--- config.mk ---
export PLATFORM = sky130hd
export DESIGN_NAME = icache
export DESIGN_NICKNAME = d
export VERILOG_FILES = /design/src/rtl/aww_types_pkg.sv /design/src/rtl/cpu_types_pkg.sv /design/src/rtl/icache_array.sv /design/src/rtl/icache.sv
export SDC_FILE = /design/constraint.sdc
export NUM_CORES = 1
export LEC_CHECK = 0
export CORE_MARGIN = 2
export CORE_UTILIZATION = 35
export DETAILED_ROUTE_END_ITERATION = 8
export MAX_ROUTING_LAYER = met4
export SYNTH_ARGS = -nofsm -noshare
export SYNTH_HDL_FRONTEND = slang
export SYNTH_SLANG_ARGS = --single-unit
--- constraint.sdc ---
create_clock -name CLK -period 19.3 [get_ports CLK]
set_clock_uncertainty 0.05 [all_clocks]
set_input_delay 4.825 -clock CLK [delete_from_list [all_inputs] [get_ports CLK]]
set_output_delay 4.825 -clock CLK [all_outputs]
set_load 0.02 [all_outputs]
--- src/rtl/aww_types_pkg.sv ---
// Instruction cache types: controller states and fetch-address field layout (default 16-set geometry).
package aww_types_pkg;

  localparam int ICACHE_IDX_W = 4;

  typedef enum logic {
    IDLE  = 1'b0,
    FETCH = 1'b1
  } icache_state_t;

  typedef struct packed {
    logic [29-ICACHE_IDX_W:0] tag;
    logic [ICACHE_IDX_W-1:0]  idx;
    logic [1:0]               bytoff;
  } icache_addr_t;

endpackage

--- src/rtl/cpu_types_pkg.sv ---
// Shared CPU datapath types.
package cpu_types_pkg;

  localparam int WORD_W = 32;

  typedef logic [WORD_W-1:0] word_t;

endpackage

--- src/rtl/icache_array.sv ---
// Direct-mapped valid/tag/data storage, one word per set; invalidate-all overrides a same-cycle write.
module icache_array
  import cpu_types_pkg::*;
#(
  parameter int SETS  = 16,
  parameter int IDX_W = $clog2(SETS),
  parameter int TAG_W = 30 - IDX_W
) (
  input  logic             CLK,
  input  logic             RST,
  input  logic             inv,
  input  logic [IDX_W-1:0] rd_idx,
  output logic             rd_valid,
  output logic [TAG_W-1:0] rd_tag,
  output logic [31:0]      rd_data,
  input  logic             wr_en,
  input  logic [IDX_W-1:0] wr_idx,
  input  logic [TAG_W-1:0] wr_tag,
  input  logic [31:0]      wr_data
);

  logic [SETS-1:0]  valid_q, valid_d;
  logic [TAG_W-1:0] tag_q  [SETS];
  logic [TAG_W-1:0] tag_d  [SETS];
  word_t            data_q [SETS];
  word_t            data_d [SETS];

  always_comb begin
    valid_d = valid_q;
    tag_d   = tag_q;
    data_d  = data_q;
    if (wr_en) begin
      valid_d[wr_idx] = 1'b1;
      tag_d[wr_idx]   = wr_tag;
      data_d[wr_idx]  = wr_data;
    end
    if (inv) begin
      valid_d = '0;
    end
  end

  // Only the valid bits need reset; stale tag/data is masked by valid.
  always_ff @(posedge CLK) begin
    if (RST) begin
      valid_q <= '0;
    end else begin
      valid_q <= valid_d;
    end
    tag_q  <= tag_d;
    data_q <= data_d;
  end

  assign rd_valid = valid_q[rd_idx];
  assign rd_tag   = tag_q[rd_idx];
  assign rd_data  = data_q[rd_idx];

endmodule

--- src/rtl/icache.sv ---
// Direct-mapped one-word-per-set instruction cache with a blocking IDLE/FETCH miss handler.
// Define ICACHE_STATS_EN to add the hit_count / miss_count outputs.
module icache
  import cpu_types_pkg::*;
  import aww_types_pkg::*;
#(
  parameter int SETS  = 16,
  parameter int IDX_W = $clog2(SETS)
) (
  input  logic        CLK,
  input  logic        RST,
  input  logic        dpif_imemREN,
  input  logic [31:0] dpif_imemaddr,
  output logic        dpif_ihit,
  output logic [31:0] dpif_imemload,
  input  logic        icache_inv,
  output logic        ccif_iREN,
  output logic [31:0] ccif_iaddr,
  input  logic        ccif_iwait,
  input  logic [31:0] ccif_iload
`ifdef ICACHE_STATS_EN
  ,
  output logic [31:0] hit_count,
  output logic [31:0] miss_count
`endif
);

  localparam int TAG_W = 30 - IDX_W;

  icache_state_t    state_q, state_d;
  word_t            addr_q, addr_d;
  logic [IDX_W-1:0] req_idx;
  logic [TAG_W-1:0] req_tag;
  logic             rd_valid;
  logic [TAG_W-1:0] rd_tag;
  word_t            rd_data;
  logic             hit;
  logic             fill_done;
  logic [1:0]       unused_bytoff;

  assign req_idx       = dpif_imemaddr[IDX_W+1:2];
  assign req_tag       = dpif_imemaddr[31:IDX_W+2];
  assign unused_bytoff = dpif_imemaddr[1:0];

  icache_array #(
    .SETS  (SETS),
    .IDX_W (IDX_W),
    .TAG_W (TAG_W)
  ) u_array (
    .CLK      (CLK),
    .RST      (RST),
    .inv      (icache_inv),
    .rd_idx   (req_idx),
    .rd_valid (rd_valid),
    .rd_tag   (rd_tag),
    .rd_data  (rd_data),
    .wr_en    (fill_done && !RST),
    .wr_idx   (addr_q[IDX_W+1:2]),
    .wr_tag   (addr_q[31:IDX_W+2]),
    .wr_data  (ccif_iload)
  );

  assign hit           = (state_q == IDLE) && dpif_imemREN && rd_valid && (rd_tag == req_tag);
  assign dpif_ihit     = hit;
  assign dpif_imemload = hit ? rd_data : '0;

  // The fill target is the latched address, so datapath changes during FETCH are ignored.
  always_comb begin
    state_d    = state_q;
    addr_d     = addr_q;
    ccif_iREN  = 1'b0;
    ccif_iaddr = '0;
    fill_done  = 1'b0;
    case (state_q)
      IDLE: begin
        if (dpif_imemREN && !hit) begin
          addr_d  = dpif_imemaddr;
          state_d = FETCH;
        end
      end
      FETCH: begin
        ccif_iREN  = 1'b1;
        ccif_iaddr = addr_q;
        if (!ccif_iwait) begin
          fill_done = 1'b1;
          state_d   = IDLE;
        end
      end
      default: state_d = IDLE;
    endcase
  end

  always_ff @(posedge CLK) begin
    if (RST) begin
      state_q <= IDLE;
      addr_q  <= '0;
    end else begin
      state_q <= state_d;
      addr_q  <= addr_d;
    end
  end

`ifdef ICACHE_STATS_EN
  logic [31:0] hit_count_q, hit_count_d;
  logic [31:0] miss_count_q, miss_count_d;
  logic        miss_start;

  assign miss_start = (state_q == IDLE) && dpif_imemREN && !hit;

  always_comb begin
    hit_count_d  = hit_count_q + (hit ? 32'd1 : 32'd0);
    miss_count_d = miss_count_q + (miss_start ? 32'd1 : 32'd0);
  end

  always_ff @(posedge CLK) begin
    if (RST) begin
      hit_count_q  <= '0;
      miss_count_q <= '0;
    end else begin
      hit_count_q  <= hit_count_d;
      miss_count_q <= miss_count_d;
    end
  end

  assign hit_count  = hit_count_q;
  assign miss_count = miss_count_q;
`endif

endmodule
# After elaboration in Yosys (flattened, before gate mapping)
# Index checks and enable logic that the tools add are counted.
[classes]
n_reduce_logical = 11
n_mux = 24
bitwise_logic = 4
mul = 0
n_shift = 0
div_mod_pow = 0
magnitude_cmp = 6
addsub = 0
n_eq_ne = 1
[ops]
columns = ["operator", "n"]
rows = [
  ["bitwise mux 512 bit", 1],
  ["bitwise mux 416 bit", 1],
  ["2-to-1 mux 32 bit", 5],
  ["binary-select mux 32 bit (select 4 bit)", 1],
  ["demux 32 bit (select 4 bit)", 1],
  ["binary-select mux 26 bit (select 4 bit)", 1],
  ["demux 26 bit (select 4 bit)", 1],
  ["2-to-1 mux 26 bit", 3],
  ["equality test 26 bit", 1],
  ["OR 16 bit", 1],
  ["greater-or-equal comparator 5 bit, second input constant", 2],
  ["< comparator 4 x 5 -> 1 bit, second input constant", 2],
  ["NOT 4 -> 5 bit", 2],
  ["logical AND 1 bit", 7],
  ["2-to-1 mux 1 bit", 7],
  ["< comparator 5 x 1 -> 1 bit, second input constant", 1],
  ["binary-select mux 1 bit (select 4 bit)", 1],
  ["demux 1 bit (select 4 bit)", 1],
  ["greater-or-equal comparator 4 x 1 -> 1 bit, second input constant", 1],
  ["logical NOT 1 bit", 2],
  ["case mux 1 bit (2 select lines)", 1],
  ["AND reduction 2 bit", 1],
  ["OR reduction 2 bit", 1],
  ["NOT 1 bit", 1],
]
[totals]
register_bits = 977
latchBits = 0
wordCells = 81
romBits = 0
ram_bits = 0
inputBits = 69
mem_count = 0

# Depth between registers and ports, before layout
# Gate-level depths: netlist of run 1.
[logic_depth]
word_depth = 10
ltp_mapped = 15
ltp_nobuf = 8

# By module
# From an unflattened synthesis of run 1, not the netlist that was laid out.
[hier_totals]
cells_unflattened = 1828
area_unflattened_um2 = 38052.7
[modules_own_cells]
columns = ["module", "area_per_inst_um2", "seq_area_each_um2", "instances", "cells_per_inst"]
rows = [
  ["icache_array", 35241.3, 28187.0, 1, 1481],
  ["icache", 2811.4, 660.6, 1, 347],
]

# Least setup slack after synthesis of run 1
# OpenSTA, ideal clock, no wires.
[synth_timing]
path_kind = "input to output"
start = "input port dpif_imemaddr[4]"
end = "output port dpif_imemload[3]"
setup_slack_ps = 6503
path_stages = 11
required_ps = 14425
arrival_ps = 7922
n_path_buf = 3
path_cell_list = "buf_4 > buf_1 > mux4_2 > mux2i_1 > mux2i_1 > xnor2_1 > nand4_1 > or4b_1 > or4_4 > buf_6 > nor2b_1"
[synth_via]
elab_chain_cells = 7
elab_cells_between_ends = 13
classes_between = "eq/ne (1); mux (9); bitwise (1); reduce/logical (2)"
[synth_rtl]
columns = ["element", "line_no", "rtl"]
rows = [
  ["start: declaration", "icache.sv:13", "input logic [31:0] dpif_imemaddr,"],
  ["NOT 4 -> 5 bit (implied by the code)", "icache_array.sv:54, icache_array.sv:55", ""],
  ["binary-select mux 26 bit (select 4 bit)", "icache_array.sv:54", "assign rd_tag = tag_q[rd_idx];"],
  ["2-to-1 mux 26 bit (implied by the code) (2 in a row)", "icache_array.sv:54", ""],
  ["equality test 26 bit", "icache.sv:63", "assign hit = (state_q == IDLE) && dpif_imemREN && rd_valid && (rd_tag == req_tag);"],
  ["logical AND 1 bit", "icache.sv:63", ""],
  ["2-to-1 mux 32 bit (*)", "icache.sv:65", "assign dpif_imemload = hit ? rd_data : '0;"],
  ["end: declaration", "icache.sv:15", "output logic [31:0] dpif_imemload,"],
]
# Every way passes the cells marked *; elsewhere a longest branch is shown, timed or not. The select of a mux whose other input is x is not followed.

# Worst setup path in the final report of run 1
[layout_timing]
start = "input port dpif_imemaddr[4]"
end = "output port dpif_imemload[0]"
# Same word-level chain as after synthesis.

==> results of run 1 <==
## per-stage QoR
stage,area (sq um),utilization
after floorplan,38600,-
after global placement,41700,0.382
after detailed placement,41700,0.382
after CTS,44800,0.410
after global routing,44800,0.410
final,44800,0.410
## logic make-up after synthesis
logic type | Yosys count
AOI/OAI and AO/OA | 155
and+or+nand+nor | 230
buffers and inverters | 119
xor gates and xnor gates | 36
DFF | 977
muxes | 312
## area by class of cell
type                            count  area [sq um]  share of cell area
Antenna cell                        4          10.0            0.000223
Clock buffer                      123          2610              0.0582
Clock inverter                     55           505              0.0113
Inverter                            5          20.0            0.000447
Multi-Input combinational cell    733          9300               0.208
Sequential cell                   977         28800               0.644
Tap cell                         1476          1850              0.0412
Timing Repair Buffer              174          1660              0.0371
## layout by cell type (no fill, tap or decap), types with 35 or more instances in the layout
cell,n
clkbuf_16,98
and2_1,35
dfxtp_1,49
mux4_2,260
mux2i_1,51
nand2_1,45
edfxtp_1,928
o21ai_0,37
buf_4,39
clkdlybuf4s50_1,130
## layer usage
layer,GRT usage,up-vias
li1,-,8041
met1,0.241,10370
met2,0.262,766
met3,0.0291,140
met4,0.0490,0
met5,-,-
## report_power, final
part / internal [mW] / total (mW) / leakage (nW) / switching [mW]
clock network: 1.07 / 1.86 / 1.51 / 0.785
logic: 0.102 / 0.227 / 3.41 / 0.125
registers: 2.35 / 2.39 / 8.85 / 0.0357
total: 3.52 / 4.47 / 13.8 / 0.946
## critical path, delay by kind of cell
kind,cells,cell delay (ns)
AO/OA/AOI/OAI,4,1.33
AND/OR/NAND/NOR,4,1.59
buffers and inverters,3,2.06
## worst max path at each step
| stage | start | endpoint | slack (ns) |
|---|---|---|---|
| floorplan | dpif_imemaddr[4] | dpif_imemload[3] | 6.50 |
| global placement | dpif_imemaddr[2] | dpif_imemload[22] | 4.46 |
| detailed placement | dpif_imemaddr[4] | dpif_imemload[3] | 4.38 |
| CTS | dpif_imemaddr[4] | dpif_imemload[3] | 4.37 |
| global route | dpif_imemaddr[2] | dpif_imemload[3] | 4.05 |
| finish | dpif_imemaddr[4] | dpif_imemload[0] | 4.46 |
## sequential cells by signal, indices dropped and copies added (netlist names)
register,flops
state_q,1
u_array.valid_q,16
u_array.data_q,512
addr_q,32
u_array.tag_q,416
==> impl_metrics.env, run 1 <==
export IMPL_cts_tree="built"
export IMPL_syn_nets=1898
export IMPL_cts_root_buf="clkbuf_16"
export IMPL_routed_wl_um=94900
export IMPL_cts_sinks=977
export IMPL_syn_area_per_cell_sq_um=21.1
export IMPL_r2r_setup_slack_ns=15.65
export IMPL_final_max_slew_viol_count=0
export IMPL_max_slew_worst_pin_slew_ns=1.29
export IMPL_hold_buffers=0
export IMPL_r2r_end="u_array.tag_q[195]$_DFFE_PP_"
export IMPL_grt_pass1_wl_um=137000
export IMPL_synth_seq_area_share=0.746
export IMPL_hp_start="u_array.valid_q[1]$_SDFFE_PP0P_"
export IMPL_synth_mux_area_frac=0.165
export IMPL_synth_compound_gate_area_share=0.0299
export IMPL_drv_cap=0
export IMPL_cp_data_arrival_time_ns=9.97
export IMPL_synth_top_area_frac=0.721
export IMPL_grt_ovfl_total=0
export IMPL_p_leak_nw=13.8
export IMPL_max_freq_mhz=67.4
export IMPL_post_place_cells=3365
export IMPL_drc=0
export IMPL_synth_cell_types=63
export IMPL_fin_nets=2054
export IMPL_worstHoldPathType="reg2reg"
export IMPL_synth_adder_area_share=0
export IMPL_met2WireLength_um=44500
export IMPL_fp_dieH_um=336
export IMPL_grt_setup_unrepaired="false"
export IMPL_syn_instance_count=1829
export IMPL_highest_layer="met4"
export IMPL_ys_flop_type="edfxtp_1"
export IMPL_yosys_area_share_simple=0.0346
export IMPL_worst_setup_path_end_kind="primary output"
export IMPL_tns_ns=0
export IMPL_place_ws_ns=4.38
export IMPL_ant_nets=0
export IMPL_h_tree_depth=3
export IMPL_dr_pass1_iters=5
export IMPL_hold_end="u_array.valid_q[1]$_SDFFE_PP0P_"
export IMPL_critPathLaunchType="primary input"
export IMPL_route_met3_wl_um=6430
export IMPL_fin_cells=3547
export IMPL_synth_edff_count=928
export IMPL_yosys_area_top_type="edfxtp_1"
export IMPL_cp_required_ns=14.43
export IMPL_initial_core_util=0.354
export IMPL_clkTransAtPathRegs_ns=0.06
export IMPL_grt_pass1_vias=19939
export IMPL_final_fill_count=9447
export IMPL_ios=135
export IMPL_crit_top_cell="nor2b_1"
export IMPL_max_stage_delay_ns=0.91
export IMPL_drt_iter0_markers=1971
export IMPL_synth_warnings=0
export IMPL_die_w_um=336
export IMPL_hpwlAfterDp_um=50500
export IMPL_reg2reg_depth=6
export IMPL_rr_startpoint="state_q$_SDFF_PP0_"
export IMPL_ctsLongestPathBuffers=3
export IMPL_antenna_found_initial=5
export IMPL_clk_latency_ns=0.66
export IMPL_avgViaCountPerCell=5.45
export IMPL_synth_area_top_cells="edfxtp_1 (72%), mux4_2 (15%), dfxtp_1 (2.5%)"
export IMPL_holdPathStages=1
export IMPL_wirelength_met1_um=41700
export IMPL_total_power_mw=4.47
export IMPL_postCtsSetupRepairBufs=0
export IMPL_slew_headroom=0.137
export IMPL_synth_xor_area_frac=0.00816
export IMPL_netlist_area_sq_um=38600
export IMPL_grt_max_degree=124
export IMPL_yosysMostFrequentCell="edfxtp_1"
export IMPL_period_needed_ns=14.84
export IMPL_ys_async_sr_fraction=0
export IMPL_areaGrowthSynthToFinish_pct=15.9
export IMPL_setup_viol=0
export IMPL_gp_congestion=0.751
export IMPL_core_sq_um=109000
export IMPL_synth_common_cells="edfxtp_1 (928), mux4_2 (260), clkbuf_1 (57)"
export IMPL_routed_via_count=19317
export IMPL_drive_gt1_frac=0.229
export IMPL_wl_per_cell_um=26.8
export IMPL_path_max_fanout=66
export IMPL_cts_resized=0
export IMPL_whs_ns=0.420
export IMPL_status="finished, final reports clean"
export IMPL_cts_buffers=94
export IMPL_fin_crit_sh=0.769
export IMPL_rows=121
export IMPL_path_cells="buf_6, buf_4, nor2b_1, a221oi_1, o21ai_0, a21bo_2, a2111oi_0, or3b_1, or4_4, nor2b_1, clkdlybuf4s50_1"
export IMPL_p_per_area_nw_per_um2=99.8
export IMPL_ys_seq_elements=977
export IMPL_hold_viol=0
export IMPL_slowest_stage="buf_4"
export IMPL_synth_top_family_by_area="multiplexers"
export IMPL_die_area_sq_um=113000
export IMPL_grtUsageTotal=0.173
export IMPL_worst_slack_ns=4.46
export IMPL_io_buffers=134
export IMPL_worstSetupPathType="in2out"
export IMPL_ir_worst_vdd_uv=64.1
Power figures use the tool's default switching activity.
==> run 2, diff against run 1 <==
==> constraint.sdc (replaced) <==
create_clock -name CLK -period 15.1 [get_ports CLK]
set_clock_uncertainty 0.05 [all_clocks]
set_input_delay 3.775 -clock CLK [delete_from_list [all_inputs] [get_ports CLK]]
set_output_delay 3.775 -clock CLK [all_outputs]
set_load 0.02 [all_outputs]
==> run 2 against run 1 <==
Net effect: final cell count is 0.17% higher; clock-buffer cell count increased by 2; global-route usage increased by 0.22 points; critical path type unchanged; combinational power up 27%; register-to-register slack got worse by 4.2 ns; non-clock buffer count increased by 5; worst setup slack worse by 1.9 ns; first-iteration DRC count grew 5.4%; largest power group unchanged; power is 31% higher; critical endpoint is now dpif_imemload[8].
==> impl_metrics.env, run 2 (synthesis results as in run 1) <==
export IMPL_switching_share=0.207
export IMPL_slew_headroom=0.0879
export IMPL_drive_gt1_frac=0.237
export IMPL_ios=135
export IMPL_ir_worst_vdd_uv=91.5
export IMPL_top_regs="u_array.data_q x512, u_array.tag_q x416, addr_q x32"
export IMPL_initial_core_util=0.354
export IMPL_fin_nets=2060
export IMPL_r2r_end="u_array.data_q[139]$_DFFE_PP_"
export IMPL_post_place_cells=3370
export IMPL_areaGrowthSynthToFinish_pct=16.5
export IMPL_largest_reg_flops=512
export IMPL_grt_setup_unrepaired="false"
export IMPL_power_share_sequential=0.522
export IMPL_final_max_slew_viol_count=0
export IMPL_grtUsageTotal=0.175
export IMPL_gp_congestion=0.755
export IMPL_place_ws_ns=2.47
export IMPL_clkTransAtPathRegs_ns=0.06
export IMPL_hp_start="u_array.valid_q[9]$_SDFFE_PP0P_"
export IMPL_final_common_cell="edfxtp_1"
export IMPL_drc=0
export IMPL_status="finished, final reports clean"
export IMPL_layout_common_cells="edfxtp_1 (928), mux4_2 (260), clkdlybuf4s50_1 (130)"
export IMPL_grt_pass1_wl_um=140000
export IMPL_die_area_sq_um=113000
export IMPL_hold_buffers=0
export IMPL_fin_cells=3553
export IMPL_avgViaCountPerCell=5.47
export IMPL_cts_root_buf="clkbuf_16"
export IMPL_dr_pass1_iters=6
export IMPL_tns_ns=0
export IMPL_reg2reg_depth=5
export IMPL_h_tree_depth=3
export IMPL_setup_viol=0
export IMPL_core_sq_um=109000
export IMPL_hpwlAfterDp_um=51200
export IMPL_drv_cap=0
export IMPL_ctsLongestPathBuffers=3
export IMPL_postCtsSetupRepairBufs=0
export IMPL_io_buffers=134
export IMPL_cp_startpoint="dpif_imemaddr[5]"
export IMPL_p_int_mw=4.63
export IMPL_wl_per_cell_um=26.9
export IMPL_fin_crit_sh=0.828
export IMPL_period_needed_ns=12.50
export IMPL_p_leak_nw=13.9
export IMPL_power_switching_mw=1.21
export IMPL_hold_viol=0
export IMPL_grt_max_degree=84
export IMPL_routed_wl_um=95700
export IMPL_rows=121
export IMPL_total_power_mw=5.84
export IMPL_cts_resized=0
export IMPL_holdPathStages=1
export IMPL_r2r_setup_slack_ns=11.45
export IMPL_path_max_fanout=40
export IMPL_max_slew_worst_pin_slew_ns=1.36
export IMPL_rr_startpoint="state_q$_SDFF_PP0_"
export IMPL_comb_power_share=0.049
export IMPL_die_w_um=336
export IMPL_routed_via_count=19442
export IMPL_worst_setup_path_end_kind="primary output"
export IMPL_worstHoldPathType="reg2reg"
export IMPL_ant_nets=0
export IMPL_clk_latency_ns=0.65
export IMPL_hold_end="u_array.valid_q[9]$_SDFFE_PP0P_"
export IMPL_drt_iter0_markers=2077
export IMPL_fp_dieH_um=336
export IMPL_grt_pass1_vias=20086
export IMPL_worstSetupPathType="in2out"
export IMPL_worst_slack_ns=2.60
export IMPL_cp_data_arrival_time_ns=8.68
export IMPL_cts_buffers=95
export IMPL_critPathLaunchType="primary input"
export IMPL_p_clk_frac=0.429
export IMPL_p_per_area_nw_per_um2=130
export IMPL_antenna_found_initial=3
export IMPL_regMostFlops="u_array.data_q"
export IMPL_cts_sinks=977
export IMPL_cts_tree="built"
export IMPL_final_fill_count=9430
export IMPL_cp_required_ns=11.28
export IMPL_grt_ovfl_total=0
export IMPL_max_freq_mhz=80.0
export IMPL_final_core_util=0.413
run 2: changes by cell type in the layout (fill, tap and decap cells not counted), sizes merged:
cell | previous run | this run
buf | 44 | 49
clkinv | 40 | 35
clkbuf | 123 | 125
clkinvlp | 5 | 4
bufinv | 9 | 14
run 2: critical path, cell delays in order:
cell and delay (ns):
buf_2 0.10, buf_4 0.47, clkinv_2 0.60, buf_4 0.59
mux2i_1 0.22, mux2i_1 0.33, xnor2_1 0.21, nand4_1 0.12
or4b_1 0.48, or4_4 0.82, nor2b_1 0.24, clkdlybuf4s50_1 0.62
run 2: worst max-delay path by stage:
stage,endpoint,cells after the start
2_1_floorplan,dpif_imemload[3],11
3_3_place_gp,dpif_imemload[22],11
3_5_place_dp,dpif_imemload[24],11
4_1_cts,dpif_imemload[24],11
5_1_grt,dpif_imemload[27],11
6_report,dpif_imemload[8],12
run 2: final cells by class:
type	count	area [sq um]	share of cell area
Multi-Input combinational cell	733	9300	0.206
Inverter	5	20.0	0.000445
Clock buffer	125	2690	0.0597
Timing Repair Buffer	179	1690	0.0374
Clock inverter	54	634	0.0141
Antenna cell	4	10.0	0.000222
Tap cell	1476	1850	0.0410
Sequential cell	977	28800	0.641
run 2: per-stage QoR:
stage	hold WS (ns)	area (sq um)
2_1_floorplan	0.390	38600
3_3_place_gp	0.396	41700
3_5_place_dp	0.405	41700
4_1_cts	0.420	45000
5_1_grt	0.437	45000
6_report	0.420	45000
run 2: power by group through the flow:
| stage | logic [mW] | clock network [mW] | registers, mW |
|---|---|---|---|
| finish | 0.289 | 2.50 | 3.05 |
| global route | 0.311 | 2.66 | 3.05 |
| floorplan | 0.186 | 0 | 3.09 |
| global placement | 0.289 | 0 | 3.10 |
| CTS | 0.294 | 2.55 | 3.05 |
| detailed placement | 0.293 | 0 | 3.11 |
run 2: layer usage:
| metal | wire [um] | vias to the layer above | track usage |
|---|---|---|---|
| met5 | 0 | - | - |
| met4 | 1690 | 0 | 0.0410 |
| met3 | 6310 | 140 | 0.0265 |
| met2 | 45700 | 772 | 0.269 |
| met1 | 41900 | 10493 | 0.246 |
| li1 | - | 8037 | - |
==> run 3, diff against run 2 <==
==> constraint.sdc (replaced) <==
create_clock -name CLK -period 12 [get_ports CLK]
set_clock_uncertainty 0.05 [all_clocks]
set_input_delay 3 -clock CLK [delete_from_list [all_inputs] [get_ports CLK]]
set_output_delay 3 -clock CLK [all_outputs]
set_load 0.02 [all_outputs]
==> run 3 against run 2 <==
Net effect: sequential share of layout area rose by 0.30 points; via count is 0.54% lower; worst setup slack worse by 1.3 ns; routed wire length hardly changed; critical path depth fell by 2; final cell count unchanged; cell area decreased by 0.47%; power grew 23%; clock-buffer cell count increased by 4; hold slack lost 0.0074 ns; largest cell class unchanged; largest power group unchanged.
==> impl_metrics.env, run 3 (synthesis results as in run 1) <==
export IMPL_status="finished, final reports clean"
export IMPL_slew_headroom=0.147
export IMPL_grt_pass1_wl_um=140000
export IMPL_clk_latency_ns=0.67
export IMPL_cp_startpoint="dpif_imemaddr[4]"
export IMPL_power_switching_mw=1.53
export IMPL_cts_buffers=95
export IMPL_p_int_mw=5.64
export IMPL_final_max_slew_viol_count=0
export IMPL_worst_setup_path_end_kind="primary output"
export IMPL_fin_cells=3553
export IMPL_cp_required_ns=8.95
export IMPL_rows=121
export IMPL_hold_viol=0
export IMPL_routed_wl_um=95700
export IMPL_areaGrowthSynthToFinish_pct=16.0
export IMPL_max_freq_mhz=93.1
export IMPL_drive_gt1_frac=0.233
export IMPL_top_regs="u_array.data_q x512, u_array.tag_q x416, addr_q x32"
export IMPL_postLayoutCellArea_sq_um=44800
export IMPL_multi_input_area_sq_um=9300
export IMPL_grt_max_degree=88
export IMPL_total_power_mw=7.17
export IMPL_switching_share=0.214
export IMPL_cts_root_buf="clkbuf_16"
export IMPL_r2r_setup_slack_ns=8.17
export IMPL_tns_ns=0
export IMPL_path_depth=10
export IMPL_power_share_sequential=0.535
export IMPL_max_slew_worst_pin_slew_ns=1.28
export IMPL_dr_pass1_iters=5
export IMPL_grt_ovfl_total=0
export IMPL_cts_sinks=977
export IMPL_io_buffers=134
export IMPL_critPathLaunchType="primary input"
export IMPL_layout_common_cells="edfxtp_1 (928), mux4_2 (260), clkdlybuf4s50_1 (130)"
export IMPL_cts_tree="built"
export IMPL_routed_via_count=19337
export IMPL_slowest_stage="or4_4"
export IMPL_avgViaCountPerCell=5.44
export IMPL_path_max_fanout=77
export IMPL_ant_nets=0
export IMPL_postCtsSetupRepairBufs=0
export IMPL_largest_reg_flops=512
export IMPL_place_ws_ns=1.17
export IMPL_wl_per_cell_um=26.9
export IMPL_cts_resized=0
export IMPL_drt_iter0_markers=1890
export IMPL_path_cells="buf_6, buf_4, mux4_2, mux4_2, xnor2_1, nand4_1, or3b_1, or4_4, nor2b_1, clkdlybuf4s50_1"
export IMPL_fin_nets=2061
export IMPL_gp_congestion=0.750
export IMPL_antenna_found_initial=6
export IMPL_seqCellArea_sq_um=28800
export IMPL_grtUsageTotal=0.175
export IMPL_max_stage_delay_ns=0.70
export IMPL_initial_core_util=0.354
export IMPL_setup_viol=0
export IMPL_p_per_area_nw_per_um2=160
export IMPL_critPathBufInv=3
export IMPL_reg2reg_depth=6
export IMPL_fp_dieH_um=336
export IMPL_worstSetupPathType="in2out"
export IMPL_crit_top_cell="mux4_2"
export IMPL_critPathTopFamily="buffers and inverters"
export IMPL_drc=0
export IMPL_die_area_sq_um=113000
export IMPL_holdPathStages=1
export IMPL_p_clk_frac=0.414
export IMPL_cp_data_arrival_time_ns=7.69
export IMPL_regMostFlops="u_array.data_q"
export IMPL_post_dp_cell_area_sq_um=41700
export IMPL_drv_cap=0
export IMPL_clkTransAtPathRegs_ns=0.06
export IMPL_hpwlAfterDp_um=51400
export IMPL_final_core_util=0.411
export IMPL_worstHoldPathType="reg2reg"
export IMPL_ir_worst_vdd_uv=106
export IMPL_crit_end="dpif_imemload[1]"
export IMPL_ctsLongestPathBuffers=3
export IMPL_hold_buffers=0
export IMPL_grt_pass1_vias=19923
export IMPL_worst_slack_ns=1.26
export IMPL_r2r_end="u_array.data_q[487]$_DFFE_PP_"
export IMPL_whs_ns=0.412
export IMPL_post_place_cells=3370
export IMPL_final_common_cell="edfxtp_1"
export IMPL_period_needed_ns=10.74
export IMPL_rr_startpoint="state_q$_SDFF_PP0_"
export IMPL_h_tree_depth=3
export IMPL_comb_power_share=0.051
export IMPL_grt_setup_unrepaired="false"
export IMPL_final_fill_count=9547
export IMPL_fin_crit_sh=0.895
export IMPL_ios=135
export IMPL_die_w_um=336
export IMPL_p_leak_nw=13.8
export IMPL_core_sq_um=109000
==> run 3: cell count changes in the layout (fill, tap and decap cells not counted), moves of 2 or more <==
cell	change
inv_16	+2
clkinv_1	+3
bufinv_16	-8
clkbuf_8	+4
clkbuf_16	-4
clkinv_2	-2
clkbuf_1	+4
==> run 3: worst min-delay path by stage <==
stage                                startpoint                                to  slack [ns]
3_5_place_dp    u_array.valid_q[4]$_SDFFE_PP0P_   u_array.valid_q[4]$_SDFFE_PP0P_        0.40
3_3_place_gp    u_array.valid_q[9]$_SDFFE_PP0P_   u_array.valid_q[9]$_SDFFE_PP0P_        0.40
6_report       u_array.valid_q[13]$_SDFFE_PP0P_  u_array.valid_q[13]$_SDFFE_PP0P_        0.41
2_1_floorplan   u_array.valid_q[0]$_SDFFE_PP0P_   u_array.valid_q[0]$_SDFFE_PP0P_        0.39
5_1_grt         u_array.valid_q[2]$_SDFFE_PP0P_   u_array.valid_q[2]$_SDFFE_PP0P_        0.44
4_1_cts         u_array.valid_q[4]$_SDFFE_PP0P_   u_array.valid_q[4]$_SDFFE_PP0P_        0.42
==> run 3: layout make-up <==
class / instances / share of cell area
Sequential cell: 977 / 0.644
Multi-Input combinational cell: 733 / 0.207
Clock buffer: 129 / 0.0593
Tap cell: 1476 / 0.0412
Timing Repair Buffer: 180 / 0.0378
Clock inverter: 49 / 0.00991
Inverter: 5 / 0.000447
Antenna cell: 4 / 0.000223
==> run 3: per-layer routing <==
metal | track usage | wire length [um] | part of all wire
met5 | - | 0 | 0
met4 | 0.0353 | 1450 | 0.015
met3 | 0.0261 | 6780 | 0.071
met2 | 0.269 | 45700 | 0.48
met1 | 0.250 | 41800 | 0.44
==> run 3: power groups by stage <==
stage	registers (mW)	logic, mW	clock network (mW)
after detailed placement	3.91	0.370	0
after global placement	3.90	0.363	0
final	3.84	0.366	2.97
after CTS	3.84	0.371	3.02
after floorplan	3.88	0.233	0
after global routing	3.84	0.393	3.14
